File: src/rtl/sha256_round_core.sv
// rtl/sha256_round_core.sv - iterative SHA-256 compression, one round per clock
module sha256_round_core (
    input  logic         clk,
    input  logic         rst,
    input  logic         start,
    input  logic [511:0] block_in,
    input  logic [255:0] h_in,
    output logic [5:0]   k_addr,
    input  logic [31:0]  k,
    output logic         busy,
    output logic         done,
    output logic [255:0] digest
);

    typedef enum logic [1:0] {IDLE, ROUND, FINAL} state_t;

    state_t      state;
    logic [5:0]  round;
    logic [31:0] a, b, c, d, e, f, g, h;
    logic [31:0] hold [8];
    logic [31:0] w [16];
    logic [31:0] t1, t2, w_new;

    function automatic logic [31:0] rotr(input logic [31:0] x, input int n);
        return (x >> n) | (x << (32 - n));
    endfunction

    function automatic logic [31:0] bsig0(input logic [31:0] x);
        return rotr(x, 2) ^ rotr(x, 13) ^ rotr(x, 22);
    endfunction

    function automatic logic [31:0] bsig1(input logic [31:0] x);
        return rotr(x, 6) ^ rotr(x, 11) ^ rotr(x, 25);
    endfunction

    function automatic logic [31:0] ssig0(input logic [31:0] x);
        return rotr(x, 7) ^ rotr(x, 18) ^ (x >> 3);
    endfunction

    function automatic logic [31:0] ssig1(input logic [31:0] x);
        return rotr(x, 17) ^ rotr(x, 19) ^ (x >> 10);
    endfunction

    // k_addr comes straight from the round register so the ROM output is settled all cycle
    assign k_addr = round;

    always_comb begin
        t1    = h + bsig1(e) + ((e & f) ^ (~e & g)) + k + w[0];
        t2    = bsig0(a) + ((a & b) ^ (a & c) ^ (b & c));
        w_new = ssig1(w[14]) + w[9] + ssig0(w[1]) + w[0];
    end

    always_ff @(posedge clk or negedge rst) begin
        if (!rst) begin
            state  <= IDLE;
            round  <= 6'd0;
            busy   <= 1'b0;
            done   <= 1'b0;
            digest <= 256'd0;
            a <= 32'd0; b <= 32'd0; c <= 32'd0; d <= 32'd0;
            e <= 32'd0; f <= 32'd0; g <= 32'd0; h <= 32'd0;
            for (int i = 0; i < 8; i++) hold[i] <= 32'd0;
            for (int i = 0; i < 16; i++) w[i] <= 32'd0;
        end else begin
            done <= 1'b0;
            case (state)
                IDLE: begin
                    if (start) begin
                        for (int i = 0; i < 16; i++) w[i] <= block_in[511 - 32*i -: 32];
                        for (int i = 0; i < 8; i++) hold[i] <= h_in[255 - 32*i -: 32];
                        a <= h_in[255:224]; b <= h_in[223:192];
                        c <= h_in[191:160]; d <= h_in[159:128];
                        e <= h_in[127:96];  f <= h_in[95:64];
                        g <= h_in[63:32];   h <= h_in[31:0];
                        round <= 6'd0;
                        busy  <= 1'b1;
                        state <= ROUND;
                    end
                end
                ROUND: begin
                    a <= t1 + t2;
                    b <= a;
                    c <= b;
                    d <= c;
                    e <= d + t1;
                    f <= e;
                    g <= f;
                    h <= g;
                    for (int i = 0; i < 15; i++) w[i] <= w[i+1];
                    w[15] <= w_new;
                    if (round == 6'd63) begin
                        round <= 6'd0;
                        state <= FINAL;
                    end else begin
                        round <= round + 6'd1;
                    end
                end
                FINAL: begin
                    digest <= {hold[0] + a, hold[1] + b, hold[2] + c, hold[3] + d,
                               hold[4] + e, hold[5] + f, hold[6] + g, hold[7] + h};
                    done  <= 1'b1;
                    busy  <= 1'b0;
                    state <= IDLE;
                end
                default: state <= IDLE;
            endcase
        end
    end

endmodule

File: config.mk
export PLATFORM = sky130hd
export DESIGN_NAME = sha256_round_core
export DESIGN_NICKNAME = d
export VERILOG_FILES = /design/src/rtl/sha256_round_core.sv
export SDC_FILE = /design/constraint.sdc
export NUM_CORES = 2
export LEC_CHECK = 0
export CORE_UTILIZATION = 44
export CTS_CLUSTER_DIAMETER = 30
export DETAILED_ROUTE_END_ITERATION = 12
export PLACE_DENSITY = 0.76
export SETUP_SLACK_MARGIN = 0.2
export SYNTH_ARGS = -nofsm -noshare
export SYNTH_HDL_FRONTEND = slang
export SYNTH_SLANG_ARGS = --single-unit
File: constraint.sdc
create_clock -name clk -period 16.4 [get_ports clk]
set_input_delay 2.46 -clock clk [delete_from_list [all_inputs] [get_ports clk]]
set_output_delay 2.46 -clock clk [all_outputs]
set_load 0.05 [all_outputs]
Word level (Yosys, flattened, before mapping)
Cells that the tools add are included.
{"block": "classes", "eq_ne": 5, "n_mux": 27, "addsub": 19, "mul": 0, "div_mod_pow": 0, "reduce_logical": 7, "shift": 0, "n_bitwise": 27, "magnitude_cmp": 0}
{"cell": "$pmux W512 S2", "count": 1}
{"cell": "$add A32 B32 Y32", "count": 18}
{"cell": "$mux W512", "count": 1}
{"cell": "$pmux W32 S2", "count": 8}
{"cell": "$xor A32 B32 Y32", "count": 9}
{"cell": "$mux W32", "count": 8}
{"cell": "$and A32 B32 Y32", "count": 5}
{"cell": "$not A32 Y32", "count": 1}
{"cell": "$or A10 B32 Y32", "count": 1}
{"cell": "$or A13 B32 Y32", "count": 1}
{"cell": "$or A14 B32 Y32", "count": 1}
{"cell": "$or A15 B32 Y32", "count": 1}
{"cell": "$or A19 B32 Y32", "count": 1}
{"cell": "$or A21 B32 Y32", "count": 1}
{"cell": "$or A25 B32 Y32", "count": 1}
{"cell": "$or A26 B32 Y32", "count": 1}
{"cell": "$or A30 B32 Y32", "count": 1}
{"cell": "$or A7 B32 Y32", "count": 1}
{"cell": "$xor A32 B22 Y32", "count": 1}
{"cell": "$xor A32 B29 Y32", "count": 1}
{"cell": "$mux W6", "count": 2}
{"cell": "$pmux W6 S2", "count": 1}
{"cell": "$reduce_and A2 Y1", "count": 4}
{"cell": "$add A6 B1 Y6 const B", "count": 1}
{"cell": "10 further kinds", "count": 14}
{"block": "word_totals", "mem_bits_rw": 0, "n_memories": 0, "rom_bits": 0, "inputBits": 803, "ff_bits": 1290, "latchBits": 0}

Depth between registers and ports, before layout
{"block": "logic_depth", "ltp_word": 9, "depth_mapped": 34, "mapped_depth_nobuf": 33}

Least setup slack after synthesis
Ideal clock, no wire load.
{"block": "synth_timing", "path_type": "input-to-reg", "from": "input k[7]", "to": "register a[31]", "slack_ps": 7707, "stages": 30, "setup_time_ps": 82, "arrival_time_ps": 8611, "t_required_ps": 16318, "path_buffers": 0, "cell_sequence": "inv_1 -> fa_1 -> inv_1 -> fa_1 -> inv_1 -> fa_1 -> inv_1 -> ha_1 -> or3_1 -> a211oi_1 -> o31ai_1 -> a31oi_1 -> o21ai_1 -> a21o_1 -> a21o_1 -> xor2_1 -> inv_1 -> fa_1 -> inv_1 -> ha_1 -> and3_1 -> a31oi_1 -> o21ai_0 -> nor3b_1 -> a211oi_1 -> o21ai_1 -> nor3_1 -> or3_1 -> a21o_1 -> a31oi_1"}
{"block": "synth_between", "elab_chain_cells": 4}
{"item": "start: declaration", "line_no": "9", "text": "input logic [31:0] k,"}
{"item": "$add A32 B32 Y32 (2 in series)", "line_no": "48", "text": "t1 = h + bsig1(e) + ((e & f) ^ (~e & g)) + k + w[0];"}
{"item": "$add A32 B32 Y32", "line_no": "81", "text": "a <= t1 + t2;"}
{"item": "$pmux W32 S2", "line_no": "66", "text": "case (state)"}
{"item": "end signal: assignment", "line_no": "71", "text": "a <= h_in[255:224]; b <= h_in[223:192];"}
{"item": "end signal: assignment", "line_no": "81"}
{"item": "end: declaration", "line_no": "19", "text": "logic [31:0] a, b, c, d, e, f, g, h;"}
No other way between the ends.
A chain may end at the register's enable or synchronous reset.

Worst setup path in the final report
Ends and elaborated chain as after synthesis.

==> flow_summary.ini <==
[sta]
setup_viol = 0
min_period_ns = 9.73
slew_viol_final = 0
hold_viol_final = 0
relSlewSlack = 0.204
setup_tns_ns = 0
period_share = 0.593
worst_clock_skew_ns = 0.0796
worst_pin_slew_ns = 1.19
rsz0062_at_grt = false
fmax_ghz = 0.103

[yosys]
synth_most_common_cell = nand2_1
synth_edf_count = 0
syn_avg_cell_area_um2 = 8.33
yosysUniqueCellTypes = 89
netlist.area_leader.share = 0.413
synth_fp_nets = 10767
yosys-top-cells-count = nand2_1 (2619), dfrtp_1 (1290), nor2_1 (841)
ys_warn_count = 0
synthArstFlopShare = 1.00
synth.area.top_cells = dfrtp_1 (41%), nand2_1 (13%), ha_1 (6.0%)
synthCells = 9396
synth-seq-cells = 1290
ys.flop_type = dfrtp_1
seq_area_frac_synth = 0.413
synth_top_cell_by_area = dfrtp_1
netlist_area_mm2 = 0.0782

[clock_tree]
clkSlewWorstSetupHoldPaths_ns = 0.04
cts_setup_buffers = 0
numCtsBuffers = 332
htreeDepth = 5
cts.sinks = 1290
insertion_delay_ns = 0.94
clk_path_buf_depth = 4
cts-hold-fix-buffers = 0
cts_tree = built
post_cts_resized = 0
root_buffer = clkbuf_16

[setup_path]
crit_fanout = 4
rrSetupSlack_ns = 8.21
timing.rr.start = e[12]$_DFFE_PN0P_
worst_path_largest_cell_delay_ns = 0.65
rr_worst_depth = 31
worst_ep_required_time_ns = 17.23
cp.depth = 31
r2r-end = a[28]$_DFFE_PN0P_
critical_path_class = in2reg
critPathArrivalTime_ns = 10.55
critPathLaunchType = input pin
path_buf_inv = 7
cp_common_cell = inv_1
crit_slowest_cell = clkdlybuf4s50_1
cp_top_family = compound AO/OA/AOI/OAI gates
critPathCaptureType = flip-flop

[finish]
area_growth_pct = 30.5
drive_gt1_frac = 0.0642
nets = 11673
final_core_util = 0.579

[route]
post-route-drc-count = 84
ant_nets = 0
routed_via_density = 5.78
dr_total_vias = 74784
wirelength_mm = 339
drt-pass1-iter-count = 11
first_iter_violations = 8213
wl_per_cell_um = 26.2

[global_routing]
grt_max_degree = 245
grt_pass1_wl_mm = 485
grt_overflow = 0
grt_util_all_layers = 0.368
grt_pass1_vias = 73054
antenna_found_initial = 76

[place]
io_buffers = 1066
hpwl_mm = 256
place_congestion = 1.04

[floorplanning]
die_h_um = 424
die_area_mm2 = 0.180
core_area_mm2 = 0.176
rows = 154
start_util = 0.444
ios = 1067
die_w_um = 424

[worst_hold_path]
hold_class = reg2reg
min_from = digest[196]$_DFFE_PN0P_
hold_path_end = digest[196]$_DFFE_PN0P_
hold_path_depth = 2

[job]
maxCapViolCount = 0

[outcome]
run_status = finished, violations left
violations = design-rule violations
-- state kept, by name, indices dropped and copies added, names as in the netlist, 2 cells and up --
signal and cells:
b 32, h 32, digest 256, k_addr 6, e 32, a 32
f 32, c 32, w 512, d 32, hold 256, state 2
g 32
-- through the flow --
step / cell area, µm² / instances / worst slack, ns / hold WS, ns
floorplan: 78200 / 9396 / 7.71 / 0.450
global placement: 90400 / 12308 / 6.01 / 0.455
detailed placement: 90400 / 12308 / 5.88 / 0.461
CTS: 102000 / 12893 / 6.83 / 0.470
global route: 102000 / 12931 / 6.28 / 0.491
finish: 102000 / 12936 / 6.67 / 0.464
-- cells by family after synthesis --
| group | after synthesis | synth area share |
|---|---|---|
| flops | 1290 | 0.413 |
| compound gates | 2084 | 0.167 |
| simple gates | 3772 | 0.190 |
| mux | 37 | 0.00489 |
| buf+inv | 1062 | 0.0509 |
| xor+xnor | 580 | 0.0651 |
| fa+ha+maj | 571 | 0.110 |
-- layout make-up --
| cell class | count | area (µm²) |
|---|---|---|
| timing repair buffer | 1150 | 11400 |
| multi-input combinational | 7044 | 42000 |
| clock buffer | 419 | 9240 |
| antenna | 43 | 108 |
| sequential | 1290 | 32300 |
| inverter | 484 | 1820 |
| fill | 15254 | 74200 |
| clock inverter | 166 | 2350 |
| tap | 2340 | 2930 |
-- metal layers --
metal / track usage / up-vias / share of wire
met1: 0.431 / 36054 / 0.36
met4: 0.312 / 30 / 0.095
li1: - / 33337 / -
met5: 0 / - / 0.00056
met2: 0.575 / 4208 / 0.46
met3: 0.0802 / 1155 / 0.088
-- cells in the final DEF (no fill, tap or decap), types with 78 or more instances in the layout --
master           count
nand2_1           2617
dfrtp_1           1289
clkdlybuf4s50_1   1064
nor2_1             840
a31oi_1            728
inv_1              482
o21ai_0            408
ha_1               373
clkbuf_16          341
xnor2_1            324
a21oi_1            322
xor2_1             255
a21o_1             198
fa_1               195
buf_4               78
-- worst reg2reg max path: cells and delay by family (launching register included) --
kind,cells,cell delay (ns)
AOI/OAI and AO/OA,11,2.63
xor gates and xnor gates,3,0.95
adders and majority gates,6,2.44
buffers and inverters,5,0.37
DFF,1,0.79
muxes,1,0.20
and+or+nand+nor,5,0.70
-- how the worst max path moves through the flow --
stage	startpoint	end	slack (ns)
floorplan	k[7]	a[31]$_DFFE_PN0P_	7.71
global placement	k[2]	a[31]$_DFFE_PN0P_	6.01
detailed placement	k[7]	a[31]$_DFFE_PN0P_	5.88
CTS	k[7]	a[31]$_DFFE_PN0P_	6.83
global route	k[2]	a[31]$_DFFE_PN0P_	6.28
finish	k[7]	a[31]$_DFFE_PN0P_	6.67
Power is not shown: default switching activity piles up to over one toggle a cycle in this logic, so the estimate is an artifact.
